===== src/rtl/vel_pkg.sv =====
// vel_pkg: shared types, constants and the quadrature step decoder for velocity capture.
// Latency: n/a (types and a pure combinational function).
// Backpressure: n/a.
// Contents: vel_state_t (IDLE/ARMED/RUN), quad_ev_t, MAX_PERIOD, quad_decode(prev, curr).
package vel_pkg;

  typedef enum logic [1:0] {IDLE, ARMED, RUN} vel_state_t;

  typedef enum logic [1:0] {EV_NONE, EV_FWD, EV_REV, EV_ILLEGAL} quad_ev_t;

  localparam logic [31:0] MAX_PERIOD = 32'hFFFF_FFFF;

  // {A,B} forward Gray order is 00 -> 01 -> 11 -> 10 -> 00.
  function automatic quad_ev_t quad_decode(input logic [1:0] prev, input logic [1:0] curr);
    quad_ev_t ev;
    ev = EV_NONE;
    if (prev != curr) begin
      if ((prev ^ curr) == 2'b11) begin
        ev = EV_ILLEGAL;
      end else begin
        case ({prev, curr})
          4'b00_01, 4'b01_11, 4'b11_10, 4'b10_00: ev = EV_FWD;
          default:                                ev = EV_REV;
        endcase
      end
    end
    return ev;
  endfunction

endpackage


===== src/rtl/us_timebase.sv =====
// us_timebase: free-running microsecond timebase (prescaler + 32-bit wrapping counter).
// Latency: us_tick is combinational from the prescaler; now_us steps one clk after us_tick.
// Backpressure: none; runs continuously, only reset clears it.
// Ports: clk, reset (async, active-high) in; us_tick (1-cycle strobe per us), now_us[31:0] out.
module us_timebase #(
  parameter int unsigned CLK_PER_US = 50
) (
  input  logic        clk,
  input  logic        reset,
  output logic        us_tick,
  output logic [31:0] now_us
);

  localparam int unsigned PW = (CLK_PER_US > 1) ? $clog2(CLK_PER_US) : 1;

  logic [PW-1:0] presc_q, presc_d;
  logic [31:0]   now_us_q, now_us_d;

  always_comb begin
    us_tick  = (presc_q == PW'(CLK_PER_US - 1));
    presc_d  = us_tick ? '0 : presc_q + PW'(1);
    now_us_d = us_tick ? now_us_q + 32'd1 : now_us_q;
  end

  always_ff @(posedge clk or posedge reset) begin
    if (reset) begin
      presc_q  <= '0;
      now_us_q <= '0;
    end else begin
      presc_q  <= presc_d;
      now_us_q <= now_us_d;
    end
  end

  assign now_us = now_us_q;

endmodule


===== src/rtl/velocity_capture_ctrl.sv =====
// velocity_capture_ctrl: sync + quadrature-decode encoder pins, timestamp ticks, publish period/direction, flag stall.
// Latency: encoder pin change -> period_valid / err_illegal strobe after SYNC_STAGES+2 clk cycles.
// Backpressure: none; period_valid and err_illegal are single-cycle strobes the consumer must take as they fire.
// Ports: clk, reset (async, active-high), enc_a, enc_b (async pins), clear (sync soft reset) in;
//        period_us[31:0], direction, period_valid, stalled, err_illegal out.
// Build option: define VELOCITY_AVG_EN to publish the average of the last 4 raw periods instead of the raw period.
module velocity_capture_ctrl
  import vel_pkg::*;
#(
  parameter int unsigned CLK_PER_US  = 50,
  parameter int unsigned STALL_US    = 100000,
  parameter int unsigned SYNC_STAGES = 2
) (
  input  logic        clk,
  input  logic        reset,
  input  logic        enc_a,
  input  logic        enc_b,
  input  logic        clear,
  output logic [31:0] period_us,
  output logic        direction,
  output logic        period_valid,
  output logic        stalled,
  output logic        err_illegal
);

  localparam logic [31:0] STALL_LIM = 32'(STALL_US);

  logic [SYNC_STAGES-1:0] sync_a_q, sync_a_d, sync_b_q, sync_b_d;
  logic [1:0]  prev_q, prev_d, curr_ab;
  quad_ev_t    ev_q, ev_d;
  vel_state_t  state_q, state_d;
  logic [31:0] last_us_q, last_us_d;
  logic        dir_q, dir_d;
  logic [31:0] period_q, period_d;
  logic        direction_q, direction_d;
  logic        valid_q, valid_d;
  logic        stalled_q, stalled_d;
  logic        err_q, err_d;
  logic [31:0] now_us, elapsed;
  logic        tick, tick_dir, publish;
  // Elapsed time is taken from now_us directly, so the per-us strobe has no consumer here.
  logic        us_tick_unused;

  us_timebase #(.CLK_PER_US(CLK_PER_US)) u_timebase (
    .clk    (clk),
    .reset  (reset),
    .us_tick(us_tick_unused),
    .now_us (now_us)
  );

`ifdef VELOCITY_AVG_EN
  logic [31:0] ring_q [4];
  logic [31:0] ring_d [4];
  logic [33:0] sum_q, sum_d, sum_new;
  logic [2:0]  cnt_q, cnt_d;
  logic [1:0]  wr_q, wr_d;
  logic [35:0] recip;
  logic [31:0] avg_period;
`endif

  assign curr_ab = {sync_a_q[SYNC_STAGES-1], sync_b_q[SYNC_STAGES-1]};
  assign elapsed = now_us - last_us_q;  // modulo 2^32, correct across now_us wrap

  always_comb begin
    sync_a_d    = {sync_a_q[SYNC_STAGES-2:0], enc_a};
    sync_b_d    = {sync_b_q[SYNC_STAGES-2:0], enc_b};
    prev_d      = curr_ab;
    ev_d        = quad_decode(prev_q, curr_ab);
    state_d     = state_q;
    last_us_d   = last_us_q;
    dir_d       = dir_q;
    period_d    = period_q;
    direction_d = direction_q;
    stalled_d   = stalled_q;
    valid_d     = 1'b0;
    err_d       = 1'b0;
    publish     = 1'b0;
    tick        = (ev_q == EV_FWD) || (ev_q == EV_REV);
    tick_dir    = (ev_q == EV_FWD);

    if (clear) begin
      // prev_d already reloads from the synced pins, so no phantom tick follows clear.
      state_d     = IDLE;
      ev_d        = EV_NONE;
      last_us_d   = '0;
      dir_d       = 1'b0;
      period_d    = MAX_PERIOD;
      direction_d = 1'b0;
      stalled_d   = 1'b1;
    end else begin
      err_d = (ev_q == EV_ILLEGAL);
      case (state_q)
        IDLE: begin
          if (tick) begin
            last_us_d = now_us;
            dir_d     = tick_dir;
            state_d   = ARMED;
          end
        end
        default: begin
          // A tick outranks the stall threshold in the same cycle.
          if (tick) begin
            last_us_d = now_us;
            if (tick_dir == dir_q) begin
              publish     = 1'b1;
`ifdef VELOCITY_AVG_EN
              period_d    = avg_period;
`else
              period_d    = elapsed;
`endif
              direction_d = dir_q;
              valid_d     = 1'b1;
              stalled_d   = 1'b0;
              state_d     = RUN;
            end else begin
              dir_d   = tick_dir;
              state_d = ARMED;
            end
          end else if (ev_q == EV_ILLEGAL) begin
            last_us_d = now_us;
            state_d   = ARMED;
          end else if (elapsed >= STALL_LIM) begin
            period_d  = MAX_PERIOD;
            stalled_d = 1'b1;
            valid_d   = 1'b1;
            state_d   = IDLE;
          end
        end
      endcase
    end
  end

`ifdef VELOCITY_AVG_EN
  // Until the ring holds 4 entries, divide by the fill count with a 2^35-scaled reciprocal;
  // the scaling keeps the /3 result exact for every sum a 34-bit accumulator can hold.
  always_comb begin
    ring_d  = ring_q;
    sum_d   = sum_q;
    cnt_d   = cnt_q;
    wr_d    = wr_q;
    sum_new = sum_q + 34'(elapsed) - ((cnt_q == 3'd4) ? 34'(ring_q[wr_q]) : 34'd0);
    case (cnt_q)
      3'd0:    recip = 36'h8_0000_0000;
      3'd1:    recip = 36'h4_0000_0000;
      default: recip = 36'h2_AAAA_AAAB;
    endcase
    avg_period = (cnt_q >= 3'd3) ? sum_new[33:2] : 32'((70'(sum_new) * 70'(recip)) >> 35);
    if (state_d != RUN) begin
      sum_d = '0;
      cnt_d = '0;
      wr_d  = '0;
    end else if (publish) begin
      ring_d[wr_q] = elapsed;
      sum_d        = sum_new;
      wr_d         = wr_q + 2'd1;
      if (cnt_q != 3'd4) cnt_d = cnt_q + 3'd1;
    end
  end

  always_ff @(posedge clk or posedge reset) begin
    if (reset) begin
      for (int i = 0; i < 4; i++) ring_q[i] <= '0;
      sum_q <= '0;
      cnt_q <= '0;
      wr_q  <= '0;
    end else begin
      ring_q <= ring_d;
      sum_q  <= sum_d;
      cnt_q  <= cnt_d;
      wr_q   <= wr_d;
    end
  end
`endif

  always_ff @(posedge clk or posedge reset) begin
    if (reset) begin
      sync_a_q    <= '0;
      sync_b_q    <= '0;
      prev_q      <= '0;
      ev_q        <= EV_NONE;
      state_q     <= IDLE;
      last_us_q   <= '0;
      dir_q       <= 1'b0;
      period_q    <= MAX_PERIOD;
      direction_q <= 1'b0;
      valid_q     <= 1'b0;
      stalled_q   <= 1'b1;
      err_q       <= 1'b0;
    end else begin
      sync_a_q    <= sync_a_d;
      sync_b_q    <= sync_b_d;
      prev_q      <= prev_d;
      ev_q        <= ev_d;
      state_q     <= state_d;
      last_us_q   <= last_us_d;
      dir_q       <= dir_d;
      period_q    <= period_d;
      direction_q <= direction_d;
      valid_q     <= valid_d;
      stalled_q   <= stalled_d;
      err_q       <= err_d;
    end
  end

  assign period_us    = period_q;
  assign direction    = direction_q;
  assign period_valid = valid_q;
  assign stalled      = stalled_q;
  assign err_illegal  = err_q;

endmodule

===== config.mk =====
export PLATFORM = sky130hd
export DESIGN_NAME = velocity_capture_ctrl
export DESIGN_NICKNAME = d
export VERILOG_FILES = /design/src/rtl/vel_pkg.sv /design/src/rtl/us_timebase.sv /design/src/rtl/velocity_capture_ctrl.sv
export SDC_FILE = /design/constraint.sdc
export NUM_CORES = 1
export LEC_CHECK = 0
export ABC_CLOCK_PERIOD_IN_PS = 6550
export CAP_MARGIN = 5
export CORE_MARGIN = 2
export CORE_UTILIZATION = 55
export DETAILED_ROUTE_END_ITERATION = 10
export PLACE_DENSITY = 0.74
export SLEW_MARGIN = 20
export SYNTH_ARGS = -nofsm -noshare
export SYNTH_HDL_FRONTEND = slang
export SYNTH_SLANG_ARGS = --single-unit

===== constraint.sdc =====
create_clock -name clk -period 6.55 [get_ports clk]
set_input_delay 0.655 -clock clk [delete_from_list [all_inputs] [get_ports clk]]
set_output_delay 0.655 -clock clk [all_outputs]
set_load 0.02 [all_outputs]

==> impl_metrics.toml, run 1 <==
[cts]
cts_sinks = 117
cts-htree-levels = 4
numCtsBuffers = 17
tritoncts = "yes"
clk_path_buf_depth = 2
cts_root_buf = "clkbuf_16"
ctsResizeCount = 0
cts_setup_buffers = 0
clock_latency_ns = 0.42
clkTransAtPathRegs_ns = 0.06
cts_hold_buf = 0

[timing]
finalMaxSlewViolations = 0
slew_headroom_pct = 41.5
rsz0062_at_grt = "no"
fin_crit_sh_pct = 62.4
fmax_ghz = 0.244
finalHoldViolCount = 0
setup_tns_ns = 0
period_needed_ns = 4.09
worst_slew_pin_slew_ns = 0.878
finalClockSkew_ns = 0.0100
setup_viol = 0

[die]
start_util_pct = 56.1
die_h_um = 120
std_cell_rows = 42
io-pin-count = 41
dieArea_um2 = 14300
coreArea_um2 = 13100
die_x_um = 120

[placement]
placed_cells = 999
io_buffers = 40
place_hpwl_um = 12500
place.gp.congestion = 0.913

[grt]
grt_max_degree = 70
grt_use_total_pct = 25.9
antenna_found_initial = 0
grt_pass1_wl_um = 29900
first_global_vias = 6069
gr-total-overflow = 0

[synthesis]
synth-seq-cells = 117
ys_top_cells_by_area = "dfrtp_1 29%, dfstp_2 12%, ha_1 6.1%, a211oi_1 5.4%, nand2_1 4.1%"
postSynthCellCount = 818
yosys_warnings = 0
yosysTopAreaCellShare_pct = 28.5
synthArstFlopShare_pct = 100
synth_edf_count = 0
yosysSeqAreaShare_pct = 40.3
synth_ff_type = "dfrtp_1"
syn_area_um2 = 7370
ys_types = 70
syn_nets = 860
syn_area_per_cell_um2 = 9.01
yosysTopAreaCell = "dfrtp_1"

[final_layout]
stdcell_count = 1031
diodes = 0
layout-drive-gt1-share_pct = 11.6
final_net_count = 884
final_cell_mix = "84 x dfrtp_1, 81 x nand2_1, 61 x nor2_1, 53 x a211oi_1, 46 x o21ai_0"
final_common_cell = "dfrtp_1"
area_growth_syn_to_layout_pct = 15.4

[worst_setup_path]
end_kind = "flip-flop"
r2r_setup_slack_ns = 2.46
cp.required_ns = 6.85
start_kind = "flip-flop"
startpoint = "u_timebase.now_us[0]$_DFFE_PP0N_"
worstPathArrival_ns = 4.39
critPathKind = "flip-flop to flip-flop"
crit_end = "period_us[1]$_DFFE_PP1P_"
r2r_cells = 13
worst_r2r_endpoint = "period_us[1]$_DFFE_PP1P_"
cp_max_fo = 34
crit-reg2reg-launch = "u_timebase.now_us[0]$_DFFE_PP0N_"

[routing]
wirelength_um = 17900
drt-initial-drc-count = 450
ant_nets = 0
drc = 0
dr.pass1.iters = 5
num_vias = 6215
routedWlPerCell_um = 17.3
vias_per_cell = 6.03

[power_and_ir_drop]
p_per_area_nw_per_um2 = 302
leakagePower_nw = 3.65
ir_drop_mv = 0.184
fin_total_pwr_mw = 2.57

[worst_hold_path]
hp-class = "flip-flop to flip-flop"
hp-start = "sync_a_q[0]$_DFF_PP0_"

[job]
maxCapViolCount = 0

[outcome]
status = "completed"
==> routing by layer <==
metal  vias up  wire (um)  global-route usage (%)
li1       2981          -                       -
met2       185       8500                    41.6
met1      3025       8230                    35.3
met4         0        286                    7.06
met5         -          0                       0
met3        24        850                    6.27
==> sequential cells by signal, indices dropped and copies added (netlist names), 6 cells and up <==
register / cells
u_timebase.now_us: 32
u_timebase.presc_q: 6
period_us: 32
last_us_q: 32
==> worst min-delay path by stage <==
stage / endpoint / slack [ns] / cells after the start
floorplan: sync_a_q[1]$_DFF_PP0_ / 0.33 / 0
global placement: sync_a_q[1]$_DFF_PP0_ / 0.35 / 0
detailed placement: sync_a_q[1]$_DFF_PP0_ / 0.34 / 0
CTS: sync_a_q[1]$_DFF_PP0_ / 0.36 / 0
global route: sync_b_q[1]$_DFF_PP0_ / 0.37 / 0
finish: sync_a_q[1]$_DFF_PP0_ / 0.36 / 0
==> worst max-delay path, stage by stage (launching register included) <==
cell       delay [ns]
dfrtp_1          0.37
inv_1            0.08
ha_1             0.21
fa_1             0.39
nand2b_1         0.17
a21oi_1          0.27
o21ai_1          0.21
a21oi_1          0.32
o21ai_0          0.16
xor2_1           0.30
nand4bb_1        0.14
or4_4            0.46
nor2_4           0.64
a221oi_1         0.22
==> cell type report <==
type,instances,area [um^2]
well taps,176,220
inverters,46,175
clock buffers,18,439
repair buffers,46,445
flip-flops and latches,117,2970
fillers,1059,4630
multi-input cells,614,4060
clock inverters,14,203
==> power breakdown <==
part	leakage (nW)	switching, mW	total, mW	internal (mW)
clock	0.299	0.350	1.00	0.650
sequential	1.49	0.0941	0.990	0.896
combinational	1.86	0.316	0.577	0.262
==> stage by stage <==
step	area [um^2]	util (%)	setup WS, ns	hold slack, ns
CTS	8500	64.7	2.47	0.361
global route	8510	64.8	2.22	0.368
global placement	7860	59.8	2.58	0.345
floorplan	7370	-	2.85	0.331
finish	8510	64.8	2.46	0.358
detailed placement	7860	59.8	2.51	0.337
==> cells by family after synthesis <==
kind of cell               synth area share (%)
muxes                                     0.560
AOI/OAI and AO/OA                          20.8
adders and majority gates                  6.38
buffers and inverters                      5.06
DFF                                        40.3
xor gates and xnor gates                   7.37
and+or+nand+nor                            19.5
==> cell usage after synthesis, types with 7 or more instances <==
| cell type | instances |
|---|---|
| dfrtp_1 | 84 |
| nand2_1 | 81 |
| nor2_1 | 61 |
| a211oi_1 | 53 |
| inv_1 | 46 |
| o21ai_0 | 46 |
| nor3_1 | 40 |
| nand2b_1 | 37 |
| ha_1 | 36 |
| a21oi_1 | 35 |
| dfstp_2 | 33 |
| clkbuf_1 | 32 |
| xnor2_1 | 31 |
| xor2_1 | 31 |
| a221oi_1 | 14 |
| nand3_1 | 14 |
| a21o_1 | 10 |
| nand4_1 | 9 |
| a31oi_1 | 8 |
| and3_1 | 8 |
| a21oi_2 | 7 |
| o211ai_1 | 7 |
| o31ai_1 | 7 |
Power figures use the tool's default switching activity.
==> run 2: changes to the inputs <==
Settings changed: ABC_CLOCK_PERIOD_IN_PS 6550 to 3800.
Clock period 6.55 ns to 3.8 ns, I/O delays scaled along.
==> impl_metrics.toml, run 2 (synthesis results as in run 1) <==
[outcome]
status = "completed"

[worst_setup_path]
critPathKind = "flip-flop to flip-flop"
start_kind = "flip-flop"
cp_slowest_cell = "or4_4"
path_buf_inv = 2
cp_max_fo = 15
crit_chain = "ha_1 > o211ai_1 > a21oi_2 > o22ai_1 > o31ai_1 > buf_4 > a21oi_1 > xor2_1 > o21ai_0 > or4_4 > nor2_4 > clkbuf_16 > a221oi_1"
critPathMaxStageDelay_ns = 0.58
cp_top_family = "compound AO/OA/AOI/OAI gates"
worstPathArrival_ns = 4.00
end_kind = "flip-flop"
cp.required_ns = 4.13

[cts]
tritoncts = "yes"
clk_path_buf_depth = 2
cts_sinks = 117
cts-htree-levels = 4
numCtsBuffers = 17
clock_latency_ns = 0.42
clkTransAtPathRegs_ns = 0.06
cts_root_buf = "clkbuf_16"
cts_hold_buf = 0

[grt]
antenna_found_initial = 0
grt_max_degree = 67
gr-total-overflow = 0
use_met1_pct = 35.7
first_global_vias = 5999
grt_use_total_pct = 25.8
busiest_layer = "met2"
met2_usage_pct = 40.4
met3_usage_pct = 5.99
grt_pass1_wl_um = 29600

[die]
std_cell_rows = 42
die_x_um = 120
io-pin-count = 41
die_h_um = 120
coreArea_um2 = 13100
dieArea_um2 = 14300
start_util_pct = 56.1

[placement]
pre_cts_slack_ns = 0.0365
place.gp.congestion = 0.877
place_hpwl_um = 12600
dpl_cell_area_um2 = 7940
placed_cells = 1003
io_buffers = 40

[routing]
num_vias = 6254
wirelength_um = 18200
routedWlPerCell_um = 17.5
drc = 0
drt-initial-drc-count = 573
vias_per_cell = 6.01
dr.pass1.iters = 5
ant_nets = 0

[timing]
finalMaxSlewViolations = 0
slew_headroom_pct = 49.6
rsz0062_at_grt = "yes"
fmax_ghz = 0.273
finalClockSkew_ns = 0.00965
worst_slew_pin_slew_ns = 0.756
fin_crit_sh_pct = 96.5
period_needed_ns = 3.67
finalHoldViolCount = 0
setup_viol = 0
worst_slack_ns = 0.134

[final_layout]
area_growth_syn_to_layout_pct = 17.3
fin_area_um2 = 8650
stdcell_count = 1040
final_cell_mix = "84 x dfrtp_1, 81 x nand2_1, 61 x nor2_1, 51 x a211oi_1"
final_common_cell = "dfrtp_1"
final_net_count = 893
layout-drive-gt1-share_pct = 13.1
diodes = 0

[job]
maxCapViolCount = 0

[power_and_ir_drop]
p_per_area_nw_per_um2 = 495
leakagePower_nw = 3.72
ir_drop_mv = 0.358

[worst_hold_path]
hp-class = "flip-flop to flip-flop"
==> run 2: path summary, 6_finish.rpt <==
check,from,to,slack (ns),cells after the start
setup / recovery,u_timebase.now_us[4]$_DFFE_PP0N_,period_us[16]$_DFFE_PP1P_,0.13,13
hold / removal,sync_a_q[0]$_DFF_PP0_,sync_a_q[1]$_DFF_PP0_,0.35,0
setup reg to reg,u_timebase.now_us[4]$_DFFE_PP0N_,period_us[16]$_DFFE_PP1P_,0.13,13
hold reg to reg,sync_a_q[0]$_DFF_PP0_,sync_a_q[1]$_DFF_PP0_,0.35,0
max in group asynchronous,reset,period_us[28]$_DFFE_PP1P_,2.54,3
min in group asynchronous,reset,u_timebase.now_us[10]$_DFFE_PP0N_,0.44,2
==> run 2: power breakdown <==
part / switching, mW / internal (mW) / leakage, nW / total (mW)
Combinational: 0.554 / 0.459 / 1.95 / 1.01
Clock: 0.567 / 0.993 / 0.273 / 1.56
Sequential: 0.166 / 1.54 / 1.49 / 1.71
Total: 1.29 / 3.00 / 3.72 / 4.28
==> run 2: final cells by class <==
type / count / area [um^2]
sequential: 117 / 2970
clock inverter: 9 / 103
fill: 1081 / 4490
tap: 176 / 220
timing repair buffer: 55 / 598
inverter: 46 / 175
clock buffer: 23 / 468
multi-input combinational: 614 / 4110
==> run 2: metal layers <==
layer / wire length, um / part of all wire, % / vias up
met3: 899 / 4.9 / 31
met2: 8680 / 48 / 208
met5: 0 / 0 / -
li1: - / - / 2993
met1: 8370 / 46 / 3022
met4: 296 / 1.6 / 0
==> run 2: worst reg2reg max path, delay by kind of cell, from the launching register on <==
kind / cells / cell delay (ns)
xor+xnor: 1 / 0.30
compound gates: 7 / 1.13
buf+inv: 2 / 0.41
flops: 1 / 0.45
simple gates: 2 / 0.86
fa+ha+maj: 1 / 0.42
==> run 2: timing repair <==
item / CTS / global route
gates resized for setup: 0 / 13
buffers inserted: 0 / 3
setup endpoints to repair: 0 / 32
==> run 2: per-stage QoR <==
| step | util (%) | total power, mW | setup TNS [ns] | hold slack, ns |
|---|---|---|---|---|
| after floorplan | - | 2.27 | 0 | 0.331 |
| after global placement | 60.4 | 2.68 | 0 | 0.341 |
| after detailed placement | 60.4 | 2.73 | 0 | 0.340 |
| after CTS | 64.8 | 4.29 | 0 | 0.354 |
| after global routing | 65.8 | 4.44 | -0.0711 | 0.356 |
| final | 65.8 | 4.28 | 0 | 0.352 |
==> run 3: changes to the inputs <==
Settings changed: CTS_CLUSTER_SIZE set to 10.
==> results of run 3 <==
Final layout, timing and power as in run 2 (identical DEF).
